<file path="src/rtl/imem_loader_if.sv">
// ----------------------------------------------------------------------------
// imem_loader_if
//
// Bundles the boot byte stream and the instruction-memory write port used by
// imem_loader.
//
//   in_valid   source -> loader   a byte is offered on in_data
//   in_data    source -> loader   the offered byte
//   in_ready   loader -> source   the loader can take a byte this cycle
//   imem_we    loader -> memory   one-cycle write strobe
//   imem_addr  loader -> memory   word-aligned byte address
//   imem_wdata loader -> memory   32-bit write data
//
// Handshake: a byte moves on a rising edge where in_valid && in_ready are both
// high. The source keeps in_valid/in_data stable until that edge. in_ready
// never looks at in_valid, so the source may raise valid at any time and the
// loader may drop ready at any time.
//
// Modports: master is the stream source / memory side, slave is the loader.
// ----------------------------------------------------------------------------
interface imem_loader_if;
    logic        in_valid;
    logic [7:0]  in_data;
    logic        in_ready;
    logic        imem_we;
    logic [31:0] imem_addr;
    logic [31:0] imem_wdata;

    modport master (
        output in_valid,
        output in_data,
        input  in_ready,
        input  imem_we,
        input  imem_addr,
        input  imem_wdata
    );

    modport slave (
        input  in_valid,
        input  in_data,
        output in_ready,
        output imem_we,
        output imem_addr,
        output imem_wdata
    );
endinterface

</file>
<file path="src/rtl/imem_loader.sv">
// ----------------------------------------------------------------------------
// imem_loader
//
// Boot-time instruction memory writer. Receives a byte stream, reads a 32-bit
// little-endian word count N, then assembles N little-endian words and writes
// them to consecutive word addresses starting at 0. The core is held in reset
// (cpu_hold=1) until the image has been written completely.
//
// Ports:
//   clk, rst      clock (rising edge) and asynchronous active-high reset
//   start         one-cycle pulse, (re)arms a load from IDLE, DONE or ERR
//   bus           stream input and memory write port (imem_loader_if.slave)
//   cpu_hold      1 = keep the core in reset
//   busy          1 while reading the header, payload, or writing
//   done          image complete
//   error         header asked for more words than MEM_WORDS
//   words_loaded  words written in the current load
//   dbg_state     current FSM state encoding, for observation
// ----------------------------------------------------------------------------
module imem_loader #(
    parameter int MEM_WORDS  = 1024,
    parameter bit AUTO_START = 1'b1
) (
    input  logic          clk,
    input  logic          rst,
    input  logic          start,
    imem_loader_if.slave  bus,
    output logic          cpu_hold,
    output logic          busy,
    output logic          done,
    output logic          error,
    output logic [15:0]   words_loaded,
    output logic [2:0]    dbg_state
);

    typedef enum logic [2:0] {
        S_IDLE  = 3'd0,
        S_LEN   = 3'd1,
        S_DATA  = 3'd2,
        S_WRITE = 3'd3,
        S_DONE  = 3'd4,
        S_ERR   = 3'd5
    } state_t;

    localparam state_t RESET_STATE = AUTO_START ? S_LEN : S_IDLE;

    state_t      state_q, state_d;
    logic [1:0]  cnt_q, cnt_d;       // byte position within the current word
    logic [31:0] len_q, len_d;       // word count N from the header
    logic [31:0] word_q, word_d;     // payload word shift register
    logic [31:0] addr_q, addr_d;
    logic [15:0] words_q, words_d;

    logic        in_ready_int;
    logic        accept;
    logic [31:0] len_shift;
    logic [31:0] word_shift;

    // Ready is a pure state decode so the source sees no loop through valid.
    assign in_ready_int = (state_q == S_LEN) || (state_q == S_DATA);
    assign accept       = bus.in_valid && in_ready_int;

    // Little-endian assembly: each new byte enters at the top and the first
    // byte ends up in bits [7:0] after four shifts.
    assign len_shift  = {bus.in_data, len_q[31:8]};
    assign word_shift = {bus.in_data, word_q[31:8]};

    always_comb begin
        state_d = state_q;
        cnt_d   = cnt_q;
        len_d   = len_q;
        word_d  = word_q;
        addr_d  = addr_q;
        words_d = words_q;

        case (state_q)
            S_IDLE, S_DONE, S_ERR: begin
                if (start) begin
                    state_d = S_LEN;
                    cnt_d   = 2'd0;
                    len_d   = 32'd0;
                    addr_d  = 32'd0;
                    words_d = 16'd0;
                end
            end

            S_LEN: begin
                if (accept) begin
                    len_d = len_shift;
                    cnt_d = cnt_q + 2'd1;
                    if (cnt_q == 2'd3) begin
                        if (len_shift == 32'd0) begin
                            state_d = S_DONE;
                        end else if (len_shift > 32'(MEM_WORDS)) begin
                            state_d = S_ERR;
                        end else begin
                            state_d = S_DATA;
                        end
                    end
                end
            end

            S_DATA: begin
                if (accept) begin
                    word_d = word_shift;
                    cnt_d  = cnt_q + 2'd1;
                    if (cnt_q == 2'd3) begin
                        state_d = S_WRITE;
                    end
                end
            end

            S_WRITE: begin
                addr_d  = addr_q + 32'd4;
                words_d = words_q + 16'd1;
                if ((32'(words_q) + 32'd1) == len_q) begin
                    state_d = S_DONE;
                end else begin
                    state_d = S_DATA;
                end
            end

            default: begin
                state_d = RESET_STATE;
            end
        endcase
    end

    always_ff @(posedge clk or posedge rst) begin
        if (rst) begin
            state_q <= RESET_STATE;
            cnt_q   <= 2'd0;
            len_q   <= 32'd0;
            word_q  <= 32'd0;
            addr_q  <= 32'd0;
            words_q <= 16'd0;
        end else begin
            state_q <= state_d;
            cnt_q   <= cnt_d;
            len_q   <= len_d;
            word_q  <= word_d;
            addr_q  <= addr_d;
            words_q <= words_d;
        end
    end

    // The write strobe is a decode of WRITE; data and address come straight
    // from flops, so nothing here depends combinationally on the stream.
    assign bus.in_ready   = in_ready_int;
    assign bus.imem_we    = (state_q == S_WRITE);
    assign bus.imem_addr  = addr_q;
    assign bus.imem_wdata = word_q;

    assign cpu_hold     = (state_q != S_DONE);
    assign busy         = (state_q == S_LEN) || (state_q == S_DATA) || (state_q == S_WRITE);
    assign done         = (state_q == S_DONE);
    assign error        = (state_q == S_ERR);
    assign words_loaded = words_q;
    assign dbg_state    = state_q;

endmodule
</file>
<file path="src/flat_wrapper.sv">
// flat-port wrapper written by rule: the top's interface ports become plain ports
module imem_loader_flat 
#(
    parameter int MEM_WORDS  = 1024,
    parameter bit AUTO_START = 1'b1
)
  (clk, rst, start, cpu_hold, busy, done, error, words_loaded, dbg_state, bus_in_valid, bus_in_data, bus_in_ready, bus_imem_we, bus_imem_addr, bus_imem_wdata);
  imem_loader_if bus_i ();
  input  logic clk;
  input  logic rst;
  input  logic start;
  output logic cpu_hold;
  output logic busy;
  output logic done;
  output logic error;
  output logic [15:0] words_loaded;
  output logic [2:0] dbg_state;
  input wire logic [$bits(bus_i.in_valid)-1:0] bus_in_valid;
  input wire logic [$bits(bus_i.in_data)-1:0] bus_in_data;
  output wire logic [$bits(bus_i.in_ready)-1:0] bus_in_ready;
  output wire logic [$bits(bus_i.imem_we)-1:0] bus_imem_we;
  output wire logic [$bits(bus_i.imem_addr)-1:0] bus_imem_addr;
  output wire logic [$bits(bus_i.imem_wdata)-1:0] bus_imem_wdata;
  assign bus_i.in_valid = bus_in_valid;
  assign bus_i.in_data = bus_in_data;
  assign bus_in_ready = bus_i.in_ready;
  assign bus_imem_we = bus_i.imem_we;
  assign bus_imem_addr = bus_i.imem_addr;
  assign bus_imem_wdata = bus_i.imem_wdata;
  imem_loader #(.MEM_WORDS(MEM_WORDS), .AUTO_START(AUTO_START)) u_core (.clk(clk), .rst(rst), .start(start), .bus(bus_i), .cpu_hold(cpu_hold), .busy(busy), .done(done), .error(error), .words_loaded(words_loaded), .dbg_state(dbg_state));
endmodule
</file>
<file path="config.mk">
export PLATFORM = sky130hd
export DESIGN_NAME = imem_loader_flat
export DESIGN_NICKNAME = d
export VERILOG_FILES = /design/src/rtl/imem_loader_if.sv /design/src/rtl/imem_loader.sv /design/src/flat_wrapper.sv
export SDC_FILE = /design/constraint.sdc
export NUM_CORES = 1
export LEC_CHECK = 0
export ABC_AREA = 1
export BUFFER_PORTS_ARGS = -buffer_cell sky130_fd_sc_hd__buf_2
export CAP_MARGIN = 25
export CORE_MARGIN = 2
export CORE_UTILIZATION = 57
export DETAILED_ROUTE_END_ITERATION = 10
export PLACE_DENSITY = 0.81
export SLEW_MARGIN = 20
export SYNTH_ARGS = -nofsm -noshare
export SYNTH_HDL_FRONTEND = slang
export SYNTH_SLANG_ARGS = --single-unit
</file>
<file path="constraint.sdc">
create_clock -name clk -period 4.7 [get_ports clk]
set_input_delay 0.94 -clock clk [delete_from_list [all_inputs] [get_ports clk]]
set_output_delay 0.94 -clock clk [all_outputs]
set_load 0.02 [all_outputs]
</file>
Word-level counts from Yosys, hierarchy flattened
Index checks and enable logic that the tools add are counted.
- bits in registers: 117
- bits in latches: 0
- RAM bits: 0
- bits in read-only memories: 0
- memories kept: 0
- add/sub/neg operators: 4
- multipliers: 0
- divide/modulo/power cells: 0
- order comparisons: 1
- equality and inequality tests: 14
- shift-type cells: 0
- multiplexer cells: 18
- bitwise operators: 0
- reduce and logical (&&, ||, !) cells: 15
- operator list (kind ; count):
    case mux 32 bit (2 select lines) ; 2
    two-way mux 32 bit ; 2
    adder 32 x 3 -> 32 bit (second input constant) ; 1
    equality test 32 bit ; 1
    > comparator 32 x 11 -> 1 bit (second input constant) ; 1
    logical NOT 32 bit ; 1
    case mux 16 bit (2 select lines) ; 1
    two-way mux 3 bit ; 8
    adder 16 x 1 -> 17 bit (second input constant) ; 1
    adder 16 x 1 -> 16 bit (second input constant) ; 1
    two-way mux 16 bit ; 1
    case mux 3 bit (4 select lines) ; 1
    equality test 3 x 2 -> 1 bit (second input constant) ; 2
    equality test 3 bit (second input constant) ; 2
    != test 2 x 1 -> 1 bit (second input constant) ; 3
    != test 2 bit (second input constant) ; 3
    AND reduction 3 bit ; 2
    nonzero test 2 bit ; 3
    AND reduction 5 bit ; 1
    two-way mux 2 bit ; 2
    case mux 2 bit (2 select lines) ; 1
    AND reduction 2 bit ; 2
    equality test 3 x 1 -> 1 bit (second input constant) ; 1
    logical NOT 3 bit ; 1
    7 further kinds ; 8

Logic depth before layout (Yosys ltp)
- depth after elaboration: 6
- gate-level depth with buffers: 17
- mapped depth without buffers: 17

Least setup slack after synthesis
Ideal clock, no wire load.
- path kind: flip-flop to output port
- start: register u_core.state_q[0], in the netlist u_core.dbg_state[0]
- end: output port bus_in_ready
- arrival time: 1.357 ns
- required time: 3.760 ns
- setup slack: 2.403 ns
- cell stages (with the launch flop): 7
- path through: dfstp_2 inv_1 nor2_1 inv_1 nor2_4 inv_1 nand2_1
- longest elaborated chain between the ends: 2
- elaborated cells between the ends (all ways): 3
- ends and longest elaborated chain (what ; RTL line ; RTL):
    start, declared ; imem_loader.sv:47 ; state_t state_q, state_d;
    start signal, assigned ; imem_loader.sv:138 ; state_q <= state_d;
    equality test 3 x 1 -> 1 bit or equality test 3 x 2 -> 1 bit (tied branches) ; imem_loader.sv:60 ; assign in_ready_int = (state_q == S_LEN) || (state_q == S_DATA);
    logical OR 1 bit * ; imem_loader.sv:60 ;
    end, declared ; flat_wrapper.sv:20 ; output wire logic [$bits(bus_i.in_ready)-1:0] bus_in_ready;
Every way passes the cells marked *; elsewhere a longest branch is shown, timed or not.

Worst setup path in the final report
Same ends and word-level chain as after synthesis.

==> flow_summary_export.csv <==
group,metric,value,unit
setup_path,timing.critical_path.max_delay_family,"simple AND/OR/NAND/NOR gates",
power_and_ir_drop,power_frac_clock,39.1,%
floorplanning,ioPinCount,101,
setup_path,cp.required,3.76,ns
floorplanning,dieHeight,106,um
finish,layout.core_utilization,69.7,%
grt,antenna_found_initial,0,
logic_synthesis,synthFlopType,"dfrtp_1",
grt,maximum_number_of_pins_on_one_net_before_global_route_repair,58,
worst_hold_path,hold_class,"reg -> reg",
logic_synthesis,post_synth_main_area_contributors,"dfrtp_1 (48%), nand2_1 (11%), nand3_1 (9.3%)",
power_and_ir_drop,cell_internal_pwr,2.08,mW
routing,routedWlPerCell,15.2,um
sta,final_max_slew_viol_count,0,
logic_synthesis,synthesis.instances,779,
placement,gpl.final_weighted_congestion,0.894,
logic_synthesis,synth-adder-area-share,0.630,%
clock_tree,clk_pin_slew,0.06,ns
logic_synthesis,synth.avg_cell_area,7.65,sq um
setup_path,worstPathMaxFanout,35,
finish,drive_gt1_share,18.6,%
floorplanning,row_count,37,
setup_path,critPathBufInv,4,
setup_path,start_kind,"flip-flop",
logic_synthesis,synth_edf_count,0,
grt,grt_first_pass_wirelength,25.6,mm
sta,max_freq,0.286,GHz
setup_path,slowest_delay,0.61,ns
logic_synthesis,synth.ff_latch_count,115,
sta,totalNegativeSetupSlack,0,ns
floorplanning,fp.dieW,106,um
logic_synthesis,synth-compound-area-share,8.88,%
setup_path,path_class,"reg -> out",
power_and_ir_drop,irDropWorstVdd,0.310,mV
sta,final_critical_path_setup_slack,1.20,ns
setup_path,critPathCaptureType,"output pin",
clock_tree,cts.htree.levels,4,
logic_synthesis,synth_largest_area_cell,"dfrtp_1",
setup_path,critical-path-top-cell-by-count,"inv_1",
job,total_of_max_cap_violations,0,
power_and_ir_drop,netSwitchingPower,1.18,mW
finish,filler_cells,807,
sta,max_slew_margin,47.4,%
routing,dr.pass1.iters,5,
finish,layout-area-overhead-vs-synth,19.6,%
floorplanning,floorplan.initialDensity,58.3,%
logic_synthesis,yosysUniqueCellTypes,33,
logic_synthesis,muxShareOfSynthArea,2.50,%
power_and_ir_drop,p_leak,3.71,nW
sta,fin_worst_skew,0.0108,ns
logic_synthesis,combinational_family_with_the_most_area_after_synthesis,"simple AND/OR/NAND/NOR gates",
placement,port-buffer-count,98,
placement,placed_wire_length_estimate_after_detailed_placement,10.7,mm
routing,avgViaCountPerCell,5.60,
sta,grt_setup_unrepaired,"no",
clock_tree,cts_buffers,17,
clock_tree,cts-resized-gates,0,
setup_path,critPathArrivalTime,2.56,ns
clock_tree,clock_tree.root_cell,"clkbuf_8",
logic_synthesis,synth.cell_area,5960,sq um
clock_tree,postCtsSetupBuffers,0,
logic_synthesis,synthXorXnorAreaFrac,0.441,%
sta,period_minus_slack,3.50,ns
routing,postRouteAntennaNets,0,
finish,antenna_cells,0,
grt,grt_use_total,28.7,%
grt,globalRoute.totalOverflow,0,
sta,final_cycle_utilization_of_the_critical_path,74.5,%
logic_synthesis,synthSimpleGateAreaFrac,30.0,%
logic_synthesis,async_flop_share,100,%
outcome,status,"finished clean",
routing,wirelength,15.6,mm
clock_tree,clock_tree.buffer_depth,2,
power_and_ir_drop,p_seq_share,37.3,%
floorplanning,dieArea,11300,sq um
setup_path,worstPathCellList,"inv_1 > nor2_1 > inv_1 > nor2_4 > inv_1 > nand2_1 > buf_2",
clock_tree,insertion_delay,0.52,ns
clock_tree,cts-hold-fix-buffers,0,
setup_path,crit_slowest_cell,"nor2_4",
routing,route.detailed.drc,0,
power_and_ir_drop,combinationalPowerShare,23.6,%
clock_tree,cts_tree,"built",
sta,report.final.setup_viol,0,
logic_synthesis,synth_warnings,0,
logic_synthesis,synth-seq-area-share,48.3,%
sta,timing_worst_slew_pin_value,0.787,ns
routing,initialDrtViolationCount,435,
placement,dpl_worst_slack,1.70,ns
sta,report.final.hold_viol_count,0,
power_and_ir_drop,swShare,36.1,%
floorplanning,core_area,10200,sq um
power_and_ir_drop,p_per_area,458,nW/um^2
logic_synthesis,area_share_of_the_largest_cell_type_after_synthesis,47.9,%
routing,vias,5737,
finish,layout.nets,890,
finish,multiInputGateArea,2540,sq um
clock_tree,numClockSinks,115,
grt,first_global_vias,5393,
finish,ff_latch_area,2880,sq um
-- per-stage QoR --
step	hold WS (ns)	power, mW	instances	area [sq um]
final	0.482	3.26	1024	7130
after global routing	0.505	3.42	1024	7130
after CTS	0.487	3.26	1023	7110
after detailed placement	0.471	1.97	991	6530
after global placement	0.463	1.94	991	6530
after floorplan	0.478	1.77	780	5960
-- metal layers --
| metal | wire length, um | global-route usage, % | up-vias |
|---|---|---|---|
| met1 | 6580 | 38.2 | 2753 |
| met5 | 0 | 0 | - |
| met2 | 7680 | 47.5 | 226 |
| met3 | 1110 | 5.64 | 22 |
| met4 | 206 | 9.30 | 0 |
| li1 | - | - | 2736 |
-- cell families (layout without fill, tap and decap cells) --
logic type               count (synthesis)  after routing
buffers and inverters                  138            246
adder cells (fa/ha/maj)                  3              3
XOR/XNOR                                 3              3
other                                    1              2
flip-flops                             115            115
AND/OR/NAND/NOR                        403            403
multiplexers                            14             14
AO/OA/AOI/OAI                          102            102
-- path summary, 6_finish.rpt --
check                                    startpoint                  endpoint  slack (ns)  cells after the start
hold reg to reg            u_core.bus.imem_wdata[5]  u_core.bus.imem_wdata[5]        0.48                      2
hold / removal             u_core.bus.imem_wdata[5]  u_core.bus.imem_wdata[5]        0.48                      2
max in group asynchronous                       rst          u_core.len_q[20]        3.25                      3
min in group asynchronous                       rst  u_core.bus.imem_addr[28]        0.52                      2
setup reg to reg                u_core.dbg_state[0]          u_core.len_q[13]        1.62                      9
setup / recovery                u_core.dbg_state[0]              bus_in_ready        1.20                      7
-- cells in the final DEF (no fill, tap or decap), drive strengths merged, types with 2 or more instances in the layout --
cell    synthesis  routed
o22ai          10      10
nor3           11      11
bufinv          0       2
inv           112     120
dfrtp         114     114
buf            12     102
mux2            7       7
xnor2           3       3
nor2           75      75
conb            1       2
nand4          11      11
nand3         112     112
nand2         183     183
ha              3       3
mux2i           7       7
clkinv          0       4
clkbuf         14      17
nor4            7       7
a21oi          19      19
o21ai          71      71
-- registers in the layout (all words and copies together), names as in the netlist --
register / count
u_core.dbg_state: 3
u_core.len_q: 32
u_core.bus.imem_addr: 30
u_core.bus.imem_wdata: 32
u_core.cnt_q: 2
u_core.words_loaded: 16
-- layout make-up --
cell class                      count  area share (%)
Clock buffer                       17            5.81
Clock inverter                     15            2.35
Inverter                          112            5.93
Multi-Input combinational cell    527            35.7
Sequential cell                   115            40.4
Tap cell                          136            2.39
Timing Repair Buffer              102            7.47
-- power by group through the flow --
stage | combinational [mW] | sequential (mW) | clock (mW)
floorplan | 0.558 | 1.21 | 0
global placement | 0.716 | 1.22 | 0
detailed placement | 0.745 | 1.22 | 0
finish | 0.769 | 1.22 | 1.28
global route | 0.860 | 1.23 | 1.33
CTS | 0.759 | 1.21 | 1.29
-- tightest hold or removal path: cells and delay by family (launching register included) --
family | cells | cell delay, ns
simple gates | 1 | 0.05
flops | 1 | 0.34
compound gates | 1 | 0.06
-- cells in the mapped netlist, types with 7 or more instances --
master / number
nand4_1: 11
mux2_2: 7
dfrtp_1: 114
o21ai_0: 54
nor2_2: 7
a21oi_1: 19
mux2i_1: 7
o21ai_1: 17
nand3_1: 111
o22ai_1: 10
buf_2: 8
nor3_1: 11
clkbuf_1: 14
nor4_1: 7
nand2_1: 181
nor2_1: 64
inv_1: 107
Power figures use the tool's default switching activity.
